<file path="config.mk">
export PLATFORM = sky130hd
export DESIGN_NAME = fetch_queue
export DESIGN_NICKNAME = d
export VERILOG_FILES = /design/src/rtl/fetch_queue.sv
export SDC_FILE = /design/constraint.sdc
export NUM_CORES = 1
export LEC_CHECK = 0
export CAP_MARGIN = 10
export CORE_MARGIN = 3
export CORE_UTILIZATION = 25
export DETAILED_ROUTE_END_ITERATION = 8
export SLEW_MARGIN = 15
export SYNTH_ARGS = -nofsm -noshare
export SYNTH_HDL_FRONTEND = slang
export SYNTH_SLANG_ARGS = --single-unit
</file>
<file path="constraint.sdc">
create_clock -name clock -period 2.7 [get_ports clock]
set_input_delay 0.54 -clock clock [delete_from_list [all_inputs] [get_ports clock]]
set_output_delay 0.54 -clock clock [all_outputs]
set_load 0.005 [all_outputs]
</file>
<file path="src/rtl/fetch_queue.sv">
// Fetch-to-decode FIFO of {pc, insn} with first-word fall-through, 1-cycle min latency.
// Flush (branch redirect) drops all wrong-path entries; fetch_ready depends only on registered count.
module fetch_queue #(
  parameter int          DEPTH    = 4,
  parameter logic [31:0] NOP_INSN = 32'h00000013
) (
  input  logic                     clock,
  input  logic                     reset,
  input  logic                     fetch_valid,
  input  logic [31:0]              fetch_pc,
  input  logic [31:0]              fetch_insn,
  output logic                     fetch_ready,
  input  logic                     flush,
  output logic                     decode_valid,
  output logic [31:0]              decode_pc,
  output logic [31:0]              decode_insn,
  input  logic                     decode_ready,
  output logic [$clog2(DEPTH):0]   count
);

  localparam int AW = $clog2(DEPTH);
  localparam int CW = AW + 1;
  localparam logic [CW-1:0] FULL_CNT = CW'(DEPTH);

  logic [31:0]   r_pc   [DEPTH];
  logic [31:0]   r_insn [DEPTH];
  logic [AW-1:0] r_wr_ptr;
  logic [AW-1:0] r_rd_ptr;
  logic [CW-1:0] r_count;

  logic w_enq;
  logic w_deq;
  logic w_ready;
  logic w_valid;

  assign w_ready = (r_count != FULL_CNT);
  assign w_valid = (r_count != '0);
  assign w_enq   = fetch_valid & w_ready;
  assign w_deq   = w_valid & decode_ready;

  always_ff @(posedge clock) begin
    if (reset || flush) begin
      r_wr_ptr <= '0;
      r_rd_ptr <= '0;
      r_count  <= '0;
    end else begin
      if (w_enq) r_wr_ptr <= r_wr_ptr + AW'(1);
      if (w_deq) r_rd_ptr <= r_rd_ptr + AW'(1);
      if (w_enq && !w_deq)      r_count <= r_count + CW'(1);
      else if (w_deq && !w_enq) r_count <= r_count - CW'(1);
    end
  end

  // Storage has no reset; a write during flush/reset is suppressed so the redirect cycle leaves no trace.
  always_ff @(posedge clock) begin
    if (w_enq && !flush && !reset) begin
      r_pc[r_wr_ptr]   <= fetch_pc;
      r_insn[r_wr_ptr] <= fetch_insn;
    end
  end

  assign fetch_ready  = w_ready;
  assign decode_valid = w_valid;
  assign decode_pc    = w_valid ? r_pc[r_rd_ptr]   : 32'h0;
  assign decode_insn  = w_valid ? r_insn[r_rd_ptr] : NOP_INSN;
  assign count        = r_count;

endmodule

</file>
==> results.md, run 1 <==
* Worst clock skew at between 9 and 10 ps
* Final period util at 103%
* Sw power at roughly 2.1 mW
* CP dominant cell by count: buf_12
* Clk_lat worst skew at 550 ps
* DR DRC count at 0
* Grt met2 use at 17.3%
* Tmin final at around 2800 ps
* Synth top cells by count: edfxtp_1, mux4_2, and2_1
* Syn nets at 530
* Max-cap violations at 0
* Mux share of post-synthesis cell area at 14.4%
* Top-count cell post-synth: edfxtp_1
* Netlist cell types at 26
* #FFs+latches synth at 265
* WS Path Type: reg -> out
* Slowest cell on the critical path: mux4_2
* Setup slack, reg-to-reg at between 500 and 600 ps
* Die area at 42900 um^2
* Vias per cell at 4.17
* Synth area leader: edfxtp_1
* Layout net count at about 750
* Buf+Inv Stages, Crit Path at 6
* Status: finished with violations
* Total CTS buffers at 30
* Die Y at 207 um
* PortBufs at approximately 140
* Yosys warns at 0
* Reg power frac at between 40 and 50%
* Hold-fix buffers at CTS at 0
* Total grt overflow at 0
* Final number of max-transition violations at 0
* Die Wd at 207 um
* Synth Area in XOR/XNOR at 0.260%
* Final setup vio count at 11
* P per Cell Area at 702 nW/um^2
* Synthesized area at about 10000 um^2
* Fill count at 3735
* Number of global-route vias before repair at roughly 5.6k
* Initial Util at between 20% and 30%
* Adder-Cell Fraction of Synth Area at less than 1%
* IO Count at roughly 140
* Startpoint Class: flip-flop
* Top cells by area, synth: edfxtp_1, mux4_2, and2_1
* GR Layer Usage met3 at about 2.3%
* Internal Power at approximately 7.9 mW
* Syn Inst Count at approximately 460
* Post-layout power at about 10 mW
* RSZ-0062 raised after global routing: true
* CP Cell Sequence: buf_12 -> buf_12 -> buf_12 -> buf_16 -> buf_6 -> mux4_2 -> and2_4 -> buf_6
* Routed wire length at between 20 and 25 mm
* Pin count of the biggest net entering global routing at 37
* CORE AREA at 39800 um^2
* Final ANT Viol Nets at 0
* H-tree Lvls at 1
* Logic gate share of total power at 11.5%
* Failing checks: setup timing
* Hold Crit Class: reg -> reg
* FP Rows at 73
* Critical path arrival at between 2000 and 2500 ps
* Clock transition at path regs at approximately 60 ps
* Post-Synth Simple-Gate Area at ~5%
* Crit end category: output port
* Clock Power Share at 42.5%
* Main combinational cell family by area after synthesis: multiplexers
* Post-synth EDFFs at 256
* Routed WL per cell at ~18 um
* Final Hold Violating Endpoints at 0
* Fraction of layout cells with a size suffix above 1 at roughly 43%
* Layout area overhead at 40.5%
* Place WS at ~220 ps
* Clk sinks at between 200 and 300
* Peak VDD IR at between 0.4 and 0.5 mV
* First-pass GRT wire length at between 30 and 40 mm
* P_leak at 4.74 nW
* Fmax at about 0.36 GHz
* Diodes inserted at 0
* Critical Path Fanout Max at 5
* Top cell type's share of synthesized area at about three quarters
* Complex-gate fraction of the synthesized area at less than 1%
* Critical Path RT at approximately 2200 ps
* Max Root-Sink Buffers at 3
* Fraction of power spent switching nets at between 20% and 30%
* Antenna violations before repair at 1
* Avg Cell Area, Syn at 22.2 um^2
* Detailed-router iteration count before antenna repair at 4
* WHS at just under 500 ps
* CP top delay family: buffers and inverters
* Slowest Stage Delay on Critical Path at around 480 ps
* Worst setup margin at -69.0 ps
* GRT Overall Usage at about a tenth
* Max_slew headroom at 67.2%
* Placer congestion estimate at around 0.66
* Main flop type after synthesis: edfxtp_1
* CTS tree: done
* DP HPWL at roughly 13 mm
* Root buf cell: clkbuf_16
* Routing usage on met1 at between 10% and 20%
* Sequential area share after synthesis at 77.8%
* Slew @ Worst Pin at between 400 and 500 ps
* GRT Max-Usage Layer: met2
* Iter 0 DRT Violations at around 190
* Via count at between 5k and 6k
* Asr flop ratio synth at 0%
## routing by layer
layer  vias up  part of all wire (%)  wire length, um
met5         -                 0.059               13
met3        41                   5.1             1130
li1       2289                     -                -
met1      2613                    44             9720
met2       131                    49            10800
met4         2                   2.4              536
## path summary, 6_finish.rpt
path | start | to | cells after the start
max | flip-flop | decode_pc[0] | 8
min | r_rd_ptr[1] | flip-flop | 2
max reg2reg | count[1] | count[2] | 7
min reg2reg | r_rd_ptr[1] | flip-flop | 2
## cells by family after synthesis
| logic type | after synthesis |
|---|---|
| flops | 265 |
| simple gates | 83 |
| mux | 65 |
| buf+inv | 26 |
| compound gates | 7 |
| fa+ha+maj | 6 |
| xor+xnor | 3 |
## repair_timing
action                                  CTS  global route
endpoints found under the hold margin     0             0
cloned                                    6             0
buffers inserted                         44             3
endpoints found under the setup margin   65            57
gates resized for setup                 330            44
pin swaps                                 3             1
## cell type report
type | instances | area, um^2 | share of cell area (%)
timing repair buffer | 205 | 2360 | 16.6
tap | 525 | 657 | 4.63
sequential | 265 | 7880 | 55.5
multi-input combinational | 164 | 2260 | 15.9
inverter | 4 | 15.0 | 0.106
clock inverter | 16 | 216 | 1.52
clock buffer | 39 | 826 | 5.81
## placed cells by master, fill, tap and decap left out, drive strengths merged, types with 2 or more instances in the layout
| cell type | count |
|---|---|
| clkinv | 6 |
| a21oi | 2 |
| clkdlybuf4s15 | 4 |
| clkinvlp | 2 |
| or3 | 2 |
| buf | 122 |
| xor2 | 3 |
| mux4 | 64 |
| dfxtp | 9 |
| and3 | 4 |
| clkbuf | 45 |
| o31ai | 2 |
| edfxtp | 256 |
| inv | 7 |
| ha | 5 |
| clkdlybuf4s50 | 73 |
| o21ai | 3 |
| bufinv | 5 |
| nor2 | 5 |
| and2 | 62 |
| nand4 | 2 |
| or2 | 4 |
| nand2 | 2 |
## power groups by stage
stage / logic (mW) / clock network [mW] / registers (mW)
final: 1.15 / 4.24 / 4.59
after global routing: 1.25 / 4.56 / 4.59
after CTS: 1.15 / 4.38 / 4.59
after detailed placement: 0.959 / 0 / 4.67
after global placement: 0.955 / 0 / 4.67
after floorplan: 0.360 / 0 / 4.67
## state kept, by name, summed over array words and instances (netlist names), named ones only
register / flops
count: 3
r_pc: 128
r_rd_ptr: 2
r_wr_ptr: 2
r_insn: 128
## metrics by stage
stage / TNS (ps) / instances / instance area, um^2 / utilization (%)
3_5_place_dp: 0 / 1115 / 12400 / 31.1
5_1_grt: -2550 / 1218 / 14200 / 35.7
6_report: -472 / 1218 / 14200 / 35.7
2_1_floorplan: 0 / 455 / 10100 / -
3_3_place_gp: 0 / 1115 / 12400 / 31.1
4_1_cts: -3650 / 1220 / 14200 / 35.7
## worst min-delay path, cell delays in order (launching register included)
cell and delay [ps]:
dfxtp_1 300, o21ai_0 60, a21oi_1 70
Note: power is estimated with default switching activity, not from simulation.
==> run 2: changes to the inputs <==
--- a/config.mk
+++ b/config.mk
@@ -9,6 +9,8 @@
 export CORE_MARGIN = 3
 export CORE_UTILIZATION = 25
 export DETAILED_ROUTE_END_ITERATION = 8
+export DONT_BUFFER_PORTS = 1
+export MAX_ROUTING_LAYER = met4
 export SLEW_MARGIN = 15
 export SYNTH_ARGS = -nofsm -noshare
 export SYNTH_HDL_FRONTEND = slang
==> run 2 against run 1 <==
Effect of this change:
- cell area shrank 17%
- largest cell class unchanged
- clock skew shrank 3.5 ps
- sequential power is essentially flat
- critical path depth shrank 5
- hold slack lost 380 ps
- the flow now finishes without violations
- non-clock buffer count shrank 187
- fmax grew 7.8%
- via count shrank 14%
==> results.md, run 2 (synthesis results as in run 1) <==
* DP HPWL at 13.0 mm (+1.8%)
* Tmin final at 2570 ps (-202 ps)
* Fmax at 0.389 GHz (+7.8%)
* Setup TNS at 0 ps (+472 ps)
* Final number of max-transition violations at 0 (unchanged)
* Clock Power Share at 42.7% (+0.2 points)
* Crit end category: output port
* GRT Overall Usage at 9.75% (-0.74 points)
* Initial Util at 25.4% (unchanged)
* Leading cell type in the layout, fill and taps excluded: edfxtp_1
* Logic gate share of total power at 5.5% (-6.0 points)
* PortBufs at 0 (-100%)
* Die Wd at 207 um (unchanged)
* Critical Path RT at 2160 ps (about the same)
* Max_slew headroom at 64.0% (-3.2 points)
* Hold Path Cell Cnt at 0 (-2)
* Total grt overflow at 0 (unchanged)
* Startpoint Class: flip-flop
* Final setup vio count at 0 (-11)
* Critical Path Fanout Max at 27 (+22)
* Final period util at 95.1% (-7.5 points)
* Slew @ Worst Pin at 540 ps (+49.6 ps)
* Worst clock skew at 5.59 ps (-3.49 ps)
* IO Count at 138 (unchanged)
* Layout area overhead at 16.9%
* WHS at 99.3 ps (-382 ps)
* RSZ-0062 raised after global routing: false
* Final ANT Viol Nets at 0 (unchanged)
* Fill count at 3925 (+5.1%)
* Reg power frac at 51.8% (+5.8 points)
* Clk sinks at 265 (unchanged)
* Max-cap violations at 0 (unchanged)
* Internal Power at 7.08 mW (-10%)
* Detailed-router iteration count before antenna repair at 4 (unchanged)
* Placer congestion estimate at 0.696 (+5.5%)
* P per Cell Area at 751 nW/um^2 (+6.9%)
* Critical path arrival at 2030 ps (-200 ps)
* Sw power at 1.79 mW (-14%)
* DR DRC count at 0 (unchanged)
* Layout Cells excl Fill at 1023 (-16%)
* Layout net count at 555 (-26%)
* FP Rows at 73 (unchanged)
* Antenna violations before repair at 0 (-1)
* Fraction of power spent switching nets at 20.2% (-0.66 points)
* Routed wire length at 20.5 mm (-7.4%)
* Post-layout power at 8.87 mW (-11%)
* Die area at 42900 um^2 (unchanged)
* Cell count after placement at 973 (-13%)
* P_leak at 3.57 nW (-25%)
* Total CTS buffers at 27 (-10%)
* Clock transition at path regs at 60 ps (about the same)
* Most frequent cells in the layout: edfxtp_1, mux4_2, and2_1
* Final Hold Violating Endpoints at 0 (unchanged)
* CTS tree: done
* Root buf cell: clkbuf_16
* H-tree Lvls at 1 (unchanged)
* Clk_lat worst skew at 530 ps (-20 ps)
* Iter 0 DRT Violations at 256 (+38%)
* Routed WL per cell at 20.1 um (+10%)
* Pin count of the biggest net entering global routing at 35 (-5.4%)
* First-pass GRT wire length at 31.2 mm (-10%)
* Hold Crit Class: in -> reg
* Vias per cell at 4.26 (+2.3%)
* Die Y at 207 um (unchanged)
* Diodes inserted at 0 (unchanged)
* Area occupied by registers at 7880 um^2 (about the same)
* Fraction of layout cells with a size suffix above 1 at 27.3% (-16 points)
* Max Root-Sink Buffers at 3 (unchanged)
* Peak VDD IR at 0.589 mV (+37%)
* Status: complete, no violations
* Multi-input logic area at 2130 um^2 (-5.5%)
* CORE AREA at 39800 um^2 (unchanged)
* Reg2Reg Depth at 8 (+1)
* Via count at 4360 (-14%)
* Number of global-route vias before repair at 4961 (-11%)
* WS Path Type: reg -> out
-- run 2: repair_timing --
item	CTS	global route
hold buffers	0	0
gates resized for setup	0	0
endpoints found under the setup margin	53	0
setup buffers	3	0
-- run 2: per-layer routing --
layer	routed length [um]	up-vias	track usage (%)	part of all wire, %
met1	8040	2319	11.0	39
met2	10200	125	16.0	50
met5	0	-	-	0
met4	321	0	2.46	1.6
met3	1950	28	4.27	9.5
li1	-	1888	-	-
-- run 2: worst max-delay path, stage by stage, from the launching register on --
cell and delay, ps:
dfxtp_4 560, buf_12 270, mux4_2 320, or2_2 330
-- run 2: power groups by stage --
stage | Clock (mW) | Sequential, mW | Combinational (mW)
detailed placement | 0 | 4.69 | 0.507
CTS | 3.91 | 4.59 | 0.523
floorplan | 0 | 4.67 | 0.360
global placement | 0 | 4.68 | 0.495
global route | 4.08 | 4.59 | 0.551
finish | 3.79 | 4.59 | 0.492
-- run 2: per-stage QoR --
stage	worst slack [ps]	utilization (%)	area [um^2]
3_3_place_gp	389	27.3	10900
4_1_cts	41.9	29.7	11800
3_5_place_dp	303	27.3	10900
5_1_grt	3.42	29.7	11800
2_1_floorplan	528	-	10100
6_report	133	29.7	11800
-- run 2: cell type report --
| class | count | share of cell area, % |
|---|---|---|
| clock inverters | 18 | 1.91 |
| clock buffers | 29 | 5.78 |
| repair buffers | 18 | 1.95 |
| inverters | 4 | 0.127 |
| well taps | 525 | 5.56 |
| flip-flops and latches | 265 | 66.6 |
| multi-input cells | 164 | 18.0 |
-- run 2: path summary, 6_finish.rpt --
kind | startpoint | endpoint | slack (ps)
worst max-delay path | flip-flop | decode_insn[4] | 130
worst min-delay path | fetch_insn[12] | r_insn[1][12] | 100
worst max register to register | count[0] | count[2] | 300
worst min register to register | r_rd_ptr[1] | flip-flop | 490
